<file path="src/rtl/pixel_writer.sv">
// Pixel stream sink: clips off-screen pixels, converts (x, y) to framebuffer byte
// addresses and issues single-beat Avalon-MM writes through a small write FIFO.
module pixel_writer #(
  parameter int unsigned H_RES      = 640,
  parameter int unsigned V_RES      = 480,
  parameter logic [31:0] BASE_ADDR  = 32'h0000_0000,
  parameter int unsigned FIFO_DEPTH = 8
) (
  input  logic        clock,
  input  logic        reset_n,
  input  logic [11:0] x,
  input  logic [11:0] y,
  input  logic        valid,
  input  logic        done,
  input  logic [15:0] colour,
  output logic        stall,
  output logic [31:0] address,
  output logic        write,
  output logic [15:0] writedata,
  input  logic        waitrequest,
  output logic        idle,
  output logic        complete,
  output logic [15:0] clip_count
);

  localparam int unsigned PTR_W = $clog2(FIFO_DEPTH);
  localparam int unsigned CNT_W = PTR_W + 1;
  localparam logic [31:0] H_RES_W = 32'(H_RES);
  localparam logic [31:0] V_RES_W = 32'(V_RES);
  localparam logic [CNT_W-1:0] STALL_LVL = CNT_W'(FIFO_DEPTH - 3);

  function automatic logic [15:0] sat_inc16(input logic [15:0] v);
    return (v == 16'hFFFF) ? v : v + 16'd1;
  endfunction

  function automatic logic [31:0] pixel_addr(input logic [11:0] px, input logic [11:0] py);
    logic [31:0] idx;
    idx = {20'd0, py} * H_RES_W + {20'd0, px};
    return BASE_ADDR + (idx << 1);
  endfunction

  // ---- p0: drawer inputs, range test and address generation ----
  logic        in_range_p0;
  logic [31:0] addr_p0;

  assign in_range_p0 = ({20'd0, x} < H_RES_W) && ({20'd0, y} < V_RES_W);
  assign addr_p0     = pixel_addr(x, y);

  // ---- p1: accepted in-range pixel, pushed into the FIFO next edge ----
  logic        vld_p1;
  logic [31:0] addr_p1;
  logic [15:0] colour_p1;

  always_ff @(posedge clock or negedge reset_n) begin
    if (!reset_n) begin
      vld_p1     <= 1'b0;
      clip_count <= 16'd0;
    end else begin
      vld_p1 <= valid && in_range_p0;
      if (valid && !in_range_p0)
        clip_count <= sat_inc16(clip_count);
    end
  end

  always_ff @(posedge clock) begin
    if (valid && in_range_p0) begin
      addr_p1   <= addr_p0;
      colour_p1 <= colour;
    end
  end

  // ---- p2: write FIFO ----
  logic [47:0]      fifo_mem [FIFO_DEPTH];
  logic [PTR_W-1:0] wr_ptr;
  logic [PTR_W-1:0] rd_ptr;
  logic [CNT_W-1:0] fifo_count;
  logic             push;
  logic             pop;
  logic             fifo_empty;

  assign push       = vld_p1;
  assign fifo_empty = (fifo_count == '0);
  // Registered count keeps stall free of any path from the drawer inputs.
  assign stall      = (fifo_count >= STALL_LVL);

  always_ff @(posedge clock) begin
    if (push)
      fifo_mem[wr_ptr] <= {addr_p1, colour_p1};
  end

  always_ff @(posedge clock or negedge reset_n) begin
    if (!reset_n) begin
      wr_ptr     <= '0;
      rd_ptr     <= '0;
      fifo_count <= '0;
    end else begin
      if (push)
        wr_ptr <= wr_ptr + 1'b1;
      if (pop)
        rd_ptr <= rd_ptr + 1'b1;
      case ({push, pop})
        2'b10:   fifo_count <= fifo_count + 1'b1;
        2'b01:   fifo_count <= fifo_count - 1'b1;
        default: fifo_count <= fifo_count;
      endcase
    end
  end

  // ---- p3: Avalon-MM write FSM ----
  typedef enum logic {W_IDLE, W_WRITE} wstate_t;
  wstate_t state;
  wstate_t state_nxt;

  always_ff @(posedge clock or negedge reset_n) begin
    if (!reset_n)
      state <= W_IDLE;
    else
      state <= state_nxt;
  end

  always_comb begin
    state_nxt = state;
    pop       = 1'b0;
    case (state)
      W_IDLE: begin
        if (!fifo_empty) begin
          pop       = 1'b1;
          state_nxt = W_WRITE;
        end
      end
      W_WRITE: begin
        if (!waitrequest) begin
          if (!fifo_empty)
            pop = 1'b1;
          else
            state_nxt = W_IDLE;
        end
      end
    endcase
  end

  always_ff @(posedge clock or negedge reset_n) begin
    if (!reset_n) begin
      address   <= 32'd0;
      writedata <= 16'd0;
    end else if (pop) begin
      {address, writedata} <= fifo_mem[rd_ptr];
    end
  end

  assign write = (state == W_WRITE);

  // A done arriving on the same edge as complete belongs to the next primitive.
  logic done_pending;

  always_ff @(posedge clock or negedge reset_n) begin
    if (!reset_n)
      done_pending <= 1'b0;
    else if (done)
      done_pending <= 1'b1;
    else if (complete)
      done_pending <= 1'b0;
  end

  assign idle     = fifo_empty && !vld_p1 && (state == W_IDLE);
  assign complete = done_pending && idle;

endmodule

</file>
<file path="config.mk">
export PLATFORM = sky130hd
export DESIGN_NAME = pixel_writer
export DESIGN_NICKNAME = d
export VERILOG_FILES = /design/src/rtl/pixel_writer.sv
export SDC_FILE = /design/constraint.sdc
export NUM_CORES = 1
export LEC_CHECK = 0
export ABC_CLOCK_PERIOD_IN_PS = 5400
export CORE_UTILIZATION = 37
export CTS_BUF_LIST = sky130_fd_sc_hd__clkbuf_4
export DETAILED_ROUTE_END_ITERATION = 8
export PLACE_DENSITY = 0.56
export SKIP_CTS_REPAIR_TIMING = 1
export SYNTH_ARGS = -nofsm -noshare
export SYNTH_HDL_FRONTEND = slang
export SYNTH_SLANG_ARGS = --single-unit
</file>
<file path="constraint.sdc">
create_clock -name clock -period 5.4 [get_ports clock]
set_input_delay 1.08 -clock clock [delete_from_list [all_inputs] [get_ports clock]]
set_output_delay 1.08 -clock clock [all_outputs]
set_load 0.1 [all_outputs]
</file>
==> impl_metrics.env, run 1 <==
export IMPL_cts_buffers_inserted=107
export IMPL_cap_violations=0
export IMPL_grt_pass1_wl_um=52100
export IMPL_port_buffers=103
export IMPL_rsz0062_at_grt="false"
export IMPL_netlist_area_leader_share=0.629
export IMPL_htreeDepth=3
export IMPL_synth_seq_area_share=0.730
export IMPL_setup_tns_ns=0
export IMPL_yosysMostFrequentCell="edfxtp_1"
export IMPL_drive_gt1_frac=0.261
export IMPL_wl_um=33200
export IMPL_cts_reportedPaths_clkPinSlew_ns=0.07
export IMPL_gp_congestion=0.717
export IMPL_crit_required_ns=4.32
export IMPL_synthTopCellsByCount="351 x edfxtp_1, 78 x mux4_2, 69 x nand2_1"
export IMPL_cts_tree="built"
export IMPL_ys_ff_latch=419
export IMPL_reg2reg_from="push"
export IMPL_crit_path_end="idle"
export IMPL_cp_max_fo=6
export IMPL_clk_latency_ns=0.81
export IMPL_place_area_um2=18600
export IMPL_worst_pin_slew_ns=1.07
export IMPL_cts_sinks=419
export IMPL_io_pins=113
export IMPL_die_w_um=215
export IMPL_syn_area_um2=16800
export IMPL_antenna_found_initial=1
export IMPL_drtPass1Iterations=5
export IMPL_max_freq_mhz=229
export IMPL_ys_types=58
export IMPL_grt_max_degree=81
export IMPL_cp_start_kind="flop"
export IMPL_antenna_left=0
export IMPL_route_detailed_drc=0
export IMPL_critPathCaptureType="primary output"
export IMPL_vias=8558
export IMPL_syn2layout_area_growth_pct=19.3
export IMPL_hpwlAfterDp_um=18700
export IMPL_final_setup_viol_count=0
export IMPL_drv_slew=0
export IMPL_clock_skew_ns=0.0747
export IMPL_chipHeight_um=215
export IMPL_nNetsFinal=1174
export IMPL_p_leak_nw=7.04
export IMPL_final_area_um2=20000
export IMPL_reg2reg_depth=3
export IMPL_cp_arrival_ns=3.28
export IMPL_row_count=77
export IMPL_vdd_drop_max_mv=0.344
export IMPL_fin_crit_ns=4.36
export IMPL_syn_inst=903
export IMPL_synth_flop_cell="edfxtp_1"
export IMPL_dieArea_um2=46200
export IMPL_maxSlewHeadroom=0.286
export IMPL_outcome="completed"
export IMPL_cts_root_buf="clkbuf_4"
export IMPL_nFillCells=3946
export IMPL_wl_per_cell_um=18.7
export IMPL_critical_path_class="flop to primary output"
export IMPL_core_area_um2=44400
export IMPL_cts_path_max_buffers=3
export IMPL_reg2reg_to="fifo_mem[0][27]"
export IMPL_vias_per_cell=4.81
export IMPL_grt_usage=0.149
export IMPL_drtIter0Drc=418
export IMPL_synth_area_leaders="edfxtp_1 63%, mux4_2 10%, dfrtp_1 10%"
export IMPL_syn_area_per_cell_um2=18.6
export IMPL_synth_edf_count=351
export IMPL_start_util=0.378
export IMPL_hold_viol_final=0
export IMPL_yosys_area_top_type="edfxtp_1"
export IMPL_reg2reg_slack_ns=2.77
export IMPL_async_flop_share=0.162
export IMPL_min_path_type="input pin to async pin"
export IMPL_grt_pass1_vias=9083
export IMPL_finalCritPeriodShare=0.808
export IMPL_synth_warnings=0
export IMPL_powerDensity_nw_per_um2=504
export IMPL_grt_overflow=0
export IMPL_cp_startpoint="fifo_count[0]"
## placed cells by master (no fill, tap or decap), types with 12 or more instances in the layout
master	instances
nand2_1	68
edfxtp_1	351
mux2i_1	44
inv_1	18
xnor2_1	25
a21oi_1	12
clkbuf_4	180
clkdlybuf4s50_1	102
clkinv_1	13
dfrtp_1	65
mux4_2	78
o21ai_0	52
ha_1	31
nor2_1	13
buf_4	14
## power by group
part	total [W]	internal [W]	leakage, nW	switching [W]
sequential	0.00408	0.00370	3.99	0.000389
combinational	0.00324	0.00118	2.18	0.00206
clock	0.00275	0.00150	0.868	0.00125
## cell families after synthesis
family | count (synthesis) | share of synthesized area
flops | 419 | 0.730
simple gates | 139 | 0.0406
mux | 124 | 0.132
compound gates | 89 | 0.0344
buf+inv | 61 | 0.0168
xor+xnor | 36 | 0.0188
fa+ha+maj | 34 | 0.0267
other cells | 1 | 0.000224
## registers in the layout, summed over array words and instances (netlist names)
signal,flops
fifo_mem,312
addr_p1,23
address,23
clip_count,16
colour_p1,16
writedata,16
fifo_count,4
rd_ptr,3
wr_ptr,3
done_pending,1
push,1
write,1
## how the worst min path moves through the flow
stage | from | endpoint
floorplan | fifo_count[3] | fifo_count[3]
global placement | writedata[1] | writedata[1]
detailed placement | writedata[4] | writedata[4]
CTS | reset_n | writedata[0]
global route | reset_n | writedata[0]
finish | reset_n | writedata[0]
## per-layer routing
| metal | global-route usage | wire (um) | vias up |
|---|---|---|---|
| met3 | 0.0382 | 1480 | 60 |
| met4 | 0.0524 | 646 | 0 |
| met2 | 0.247 | 16400 | 186 |
| met1 | 0.190 | 14600 | 4301 |
| met5 | 0 | 0 | - |
| li1 | - | - | 4011 |
## final cells by class
type | instances | area, um^2 | share of cell area
sequential | 419 | 12300 | 0.612
multi-input combinational | 432 | 4350 | 0.217
clock buffer | 180 | 1350 | 0.0675
timing repair buffer | 117 | 1150 | 0.0573
tap | 592 | 741 | 0.0370
clock inverter | 20 | 98.8 | 0.00494
inverter | 18 | 67.6 | 0.00338
antenna | 1 | 2.50 | 0.000125
## metrics by stage
step	setup slack, ns	utilization	hold slack, ns	std cells	total power [W]
after floorplan	0.525	-	0.470	912	0.00665
after global placement	1.08	0.418	0.461	1578	0.00746
after detailed placement	1.02	0.418	0.470	1578	0.00747
after CTS	0.893	0.450	0.371	1778	0.0103
after global routing	0.788	0.450	0.426	1779	0.0106
final	1.04	0.450	0.451	1779	0.0101
## worst max-delay path, stage by stage, from the launching register on
cell             delay (ns)
dfrtp_1                0.44
or4_1                  0.61
nor3_1                 0.24
clkdlybuf4s50_1        1.18
(Power assumes the default switching activity.)
==> run 2: changes to the inputs <==
--- a/config.mk
+++ b/config.mk
@@ -5,7 +5,7 @@
 export SDC_FILE = /design/constraint.sdc
 export NUM_CORES = 1
 export LEC_CHECK = 0
-export ABC_CLOCK_PERIOD_IN_PS = 5400
+export ABC_CLOCK_PERIOD_IN_PS = 4360
 export CORE_UTILIZATION = 37
 export CTS_BUF_LIST = sky130_fd_sc_hd__clkbuf_4
 export DETAILED_ROUTE_END_ITERATION = 8
==> constraint.sdc (replaced) <==
create_clock -name clock -period 4.36 [get_ports clock]
set_input_delay 0.872 -clock clock [delete_from_list [all_inputs] [get_ports clock]]
set_output_delay 0.872 -clock clock [all_outputs]
set_load 0.1 [all_outputs]
==> run 2 against run 1 <==
Against the previous run:
- first-iteration DRC count decreased by 11%
- sequential cell count stayed put
- worst setup slack lost 0.073 ns
- clock skew fell by 0.012 ns
- wire length is 1.1% higher
- critical path depth unchanged
- core utilization grew 0.15 points
- critical path type unchanged
- critical endpoint is now stall
- largest cell class unchanged
==> impl_metrics.env, run 2 (synthesized netlist as in run 1, its figures left out) <==
export IMPL_max_freq_mhz=295
export IMPL_finalCritPeriodShare=0.779
export IMPL_cp_arrival_ns=2.52
export IMPL_layout_commonest_cell="edfxtp_1"
export IMPL_chipHeight_um=215
export IMPL_maxSlewHeadroom=0.279
export IMPL_io_pins=113
export IMPL_top_regs="fifo_mem (312), addr_p1 (23), address (23)"
export IMPL_grt_overflow=0
export IMPL_worst_pin_slew_ns=1.08
export IMPL_drtPass1Iterations=5
export IMPL_final_area_um2=20100
export IMPL_gp_congestion=0.702
export IMPL_vias_per_cell=4.84
export IMPL_row_count=77
export IMPL_rsz0062_at_grt="false"
export IMPL_place_area_um2=18600
export IMPL_holdWs_ns=0.0932
export IMPL_clk_latency_ns=0.78
export IMPL_largest_register="fifo_mem"
export IMPL_drv_slew=0
export IMPL_nNetsFinal=1180
export IMPL_cap_violations=0
export IMPL_cp_max_fo=6
export IMPL_grt_max_degree=81
export IMPL_wl_per_cell_um=18.8
export IMPL_dpl_cell_count=1583
export IMPL_hold_viol_final=0
export IMPL_vdd_drop_max_mv=0.412
export IMPL_wl_met2_um=16600
export IMPL_cts_buffers_inserted=108
export IMPL_antenna_found_initial=1
export IMPL_core_area_um2=44400
export IMPL_vias=8626
export IMPL_powerDensity_nw_per_um2=627
export IMPL_most_common_layout_cells="351 x edfxtp_1, 182 x clkbuf_4, 100 x clkdlybuf4s50_1, 78 x mux4_2, 68 x nand2_1"
export IMPL_dr_max_layer_used="met4"
export IMPL_port_buffers=103
export IMPL_start_util=0.378
export IMPL_reg2reg_from="fifo_count[0]"
export IMPL_outcome="completed"
export IMPL_cts_tree="built"
export IMPL_critPathCaptureType="primary output"
export IMPL_hpwlAfterDp_um=19200
export IMPL_fin_crit_ns=3.39
export IMPL_crit_required_ns=3.49
export IMPL_largest_register_ffs=312
export IMPL_min_path_type="input pin to async pin"
export IMPL_dr_wl_met3_um=1380
export IMPL_critical_path_class="flop to primary output"
export IMPL_grt_pass1_vias=8914
export IMPL_die_w_um=215
export IMPL_cts_root_buf="clkbuf_4"
export IMPL_stdcell_count=1783
export IMPL_cp_start_kind="flop"
export IMPL_cts_path_max_buffers=3
export IMPL_cts_sinks=419
export IMPL_met1_length_um=15000
export IMPL_wl_um=33500
export IMPL_antenna_left=0
export IMPL_setup_tns_ns=0
export IMPL_reg2reg_depth=10
export IMPL_dieArea_um2=46200
export IMPL_clock_skew_ns=0.0623
export IMPL_drtIter0Drc=371
export IMPL_reg2reg_slack_ns=1.81
export IMPL_route_detailed_drc=0
export IMPL_grt_usage=0.149
export IMPL_finalPower_w=0.0126
export IMPL_htreeDepth=3
export IMPL_syn2layout_area_growth_pct=19.7
export IMPL_grt_pass1_wl_um=51700
export IMPL_reg2reg_to="fifo_count[3]"
export IMPL_final_setup_viol_count=0
export IMPL_p_leak_nw=7.10
export IMPL_drive_gt1_frac=0.268
export IMPL_cts_reportedPaths_clkPinSlew_ns=0.07
## run 2: metrics by stage
step,utilization,setup WS [ns]
2_1_floorplan,-,0.418
3_3_place_gp,0.419,0.247
3_5_place_dp,0.419,0.240
4_1_cts,0.452,0.849
5_1_grt,0.452,0.730
6_report,0.452,0.966
## run 2: power by group
group	total, W	switching [W]	internal (W)
clock	0.00348	0.00155	0.00193
combinational	0.00410	0.00264	0.00146
sequential	0.00501	0.000430	0.00458
total	0.0126	0.00462	0.00797
## run 2: layout make-up
class	count	area [um^2]
clock buffer	182	1370
inverter	18	67.6
fill	3911	24300
timing repair buffer	122	1190
antenna	1	2.50
clock inverter	17	101
multi-input combinational	432	4350
sequential	419	12300
tap	592	741
## run 2: worst max-delay path, cell delays in order (launching register included)
cell and delay, ns:
dfrtp_1 0.44, o21ai_0 0.11, nand2b_1 0.07, clkdlybuf4s50_1 1.12
## run 2: worst max path at each step
stage	start	to	slack, ns	cells past startpoint
after floorplan	fifo_count[0]	idle	0.42	2
after global placement	y[1]	addr_p1[16]	0.25	10
after detailed placement	y[1]	addr_p1[16]	0.24	10
after CTS	fifo_count[0]	stall	0.85	3
after global routing	fifo_count[0]	idle	0.73	3
final	fifo_count[0]	stall	0.97	3
## run 2: layer usage
metal  vias up  GRT usage
met4         0     0.0510
met1      4371      0.191
li1       4020          -
met3        51     0.0379
met5         -          0
met2       184      0.244
==> run 3: changes to the inputs <==
--- a/config.mk
+++ b/config.mk
@@ -5,11 +5,11 @@
 export SDC_FILE = /design/constraint.sdc
 export NUM_CORES = 1
 export LEC_CHECK = 0
-export ABC_CLOCK_PERIOD_IN_PS = 4360
+export ABC_CLOCK_PERIOD_IN_PS = 2850
 export CORE_UTILIZATION = 37
 export CTS_BUF_LIST = sky130_fd_sc_hd__clkbuf_4
 export DETAILED_ROUTE_END_ITERATION = 8
-export PLACE_DENSITY = 0.56
+export PLACE_DENSITY = 0.58
 export SKIP_CTS_REPAIR_TIMING = 1
 export SYNTH_ARGS = -nofsm -noshare
 export SYNTH_HDL_FRONTEND = slang
==> constraint.sdc (replaced) <==
create_clock -name clock -period 2.85 [get_ports clock]
set_input_delay 0.57 -clock clock [delete_from_list [all_inputs] [get_ports clock]]
set_output_delay 0.57 -clock clock [all_outputs]
set_load 0.1 [all_outputs]
==> run 3 against run 2 <==
Against the previous run:
- clock power rose by 46%
- highest routed layer is now met5
- critical endpoint is now complete
- wire length shrank 2.1%
- total power is 52% higher
- critical path depth is the same
- die area is the same
- largest power group unchanged
- worst setup slack worse by 0.95 ns
- final area increased by 1.9%
- clock skew shrank 0.016 ns
- final cell count is 3.2% higher
- global-route usage barely moved
- worst hold slack improved by 0.22 ns
==> impl_metrics.env, run 3 (synthesized netlist as in run 1, its figures left out) <==
export IMPL_min_path_type="input pin to flop"
export IMPL_maxSlewHeadroom=0.459
export IMPL_cts_root_buf="clkbuf_4"
export IMPL_drive_gt1_frac=0.345
export IMPL_drv_slew=0
export IMPL_cts_sinks=419
export IMPL_largest_register_ffs=312
export IMPL_cp_max_fo=6
export IMPL_io_pins=113
export IMPL_start_util=0.378
export IMPL_cts_tree="built"
export IMPL_vdd_drop_max_mv=0.699
export IMPL_p_leak_nw=7.41
export IMPL_cap_violations=0
export IMPL_nNetsFinal=1239
export IMPL_cp_arrival_ns=2.26
export IMPL_most_common_layout_cells="351 x edfxtp_1, 166 x clkbuf_4, 130 x buf_4, 78 x mux4_2, 68 x nand2_1"
export IMPL_core_area_um2=44400
export IMPL_dpl_cell_count=1641
export IMPL_antenna_found_initial=3
export IMPL_port_buffers=103
export IMPL_chipHeight_um=215
export IMPL_fin_crit_ns=2.83
export IMPL_route_detailed_drc=0
export IMPL_hold_viol_final=0
export IMPL_drtIter0Drc=363
export IMPL_vias=8764
export IMPL_cp_start_kind="flop"
export IMPL_critical_path_class="flop to primary output"
export IMPL_clock_skew_ns=0.0464
export IMPL_dieArea_um2=46200
export IMPL_outcome="completed"
export IMPL_htreeDepth=3
export IMPL_row_count=77
export IMPL_wl_per_cell_um=17.9
export IMPL_worst_pin_slew_ns=0.812
export IMPL_die_w_um=215
export IMPL_grt_max_degree=81
export IMPL_gp_congestion=0.744
export IMPL_final_setup_viol_count=0
export IMPL_clk_latency_ns=0.80
export IMPL_critPathCaptureType="primary output"
export IMPL_grt_pass1_wl_um=52300
export IMPL_drtPass1Iterations=4
export IMPL_wl_um=32900
export IMPL_grt_overflow=0
export IMPL_syn2layout_area_growth_pct=22.0
export IMPL_hpwlAfterDp_um=19500
export IMPL_finalCritPeriodShare=0.993
export IMPL_largest_register="fifo_mem"
export IMPL_max_freq_mhz=353
export IMPL_cts_reportedPaths_clkPinSlew_ns=0.06
export IMPL_grt_usage=0.148
export IMPL_cts_buffers_inserted=108
export IMPL_stdcell_count=1840
export IMPL_finalPower_w=0.0191
export IMPL_top_regs="fifo_mem (312), addr_p1 (23), address (23)"
export IMPL_cts_path_max_buffers=3
export IMPL_antenna_left=0
export IMPL_grt_pass1_vias=9428
export IMPL_rsz0062_at_grt="true"
export IMPL_vias_per_cell=4.76
export IMPL_crit_required_ns=2.28
export IMPL_powerDensity_nw_per_um2=934
export IMPL_layout_commonest_cell="edfxtp_1"
[run 3: changes by cell type in the layout (fill, tap and decap cells not counted), sizes merged]
cell / before / now
clkinv: 12 / 26
buf: 22 / 137
inv: 22 / 19
clkdlybuf4s50: 100 / 43
diode: 1 / 3
dlygate4sd3: 0 / 1
clkinvlp: 0 / 1
clkbuf: 182 / 166
[run 3: routing by layer]
layer | vias up | part of all wire | global-route usage | routed length, um
met5 | - | 0.00040 | 0 | 13
met4 | 2 | 0.016 | 0.0552 | 515
met3 | 55 | 0.047 | 0.0409 | 1560
met2 | 184 | 0.51 | 0.249 | 16700
met1 | 4388 | 0.43 | 0.183 | 14100
li1 | 4135 | - | - | -
[run 3: worst paths after layout]
check / start / end / slack (ns) / depth (start not counted)
worst max-delay path: fifo_count[0] / complete / 0.02 / 3
worst min-delay path: colour[13] / colour_p1[13] / 0.32 / 1
worst max register to register: fifo_count[0] / fifo_count[3] / 0.37 / 10
worst min register to register: writedata[13] / writedata[13] / 0.48 / 2
max in group asynchronous: reset_n / clip_count[7] / 1.82 / 3
min in group asynchronous: reset_n / writedata[7] / 0.34 / 2
[run 3: critical path, cell delays in order (launching register included)]
cell	delay, ns
dfrtp_2	0.45
or4_4	0.59
nor4_4	0.21
buf_12	0.21
[run 3: through the flow]
stage | hold WS [ns] | TNS (ns) | worst slack (ns) | instance area (um^2) | util
finish | 0.317 | 0 | 0.0189 | 20500 | 0.461
CTS | -0.276 | -0.446 | -0.240 | 20400 | 0.460
global placement | 0.462 | -4.99 | -0.707 | 19000 | 0.428
detailed placement | 0.471 | -5.37 | -0.765 | 19000 | 0.428
global route | 0.204 | -0.252 | -0.127 | 20500 | 0.461
floorplan | 0.274 | -2.14 | -0.361 | 16900 | -
[run 3: final cells by class]
cell class	instances	area, um^2
flip-flops and latches	419	12300
diodes	3	7.51
clock buffers	166	1250
clock inverters	29	153
repair buffers	181	1560
multi-input cells	432	4440
fillers	3900	24000
well taps	592	741
inverters	18	67.6
[run 3: where the power goes]
part	switching (W)	leakage (nW)	internal [W]
clock	0.00234	0.833	0.00273
combinational	0.00430	2.59	0.00230
sequential	0.000423	3.99	0.00701
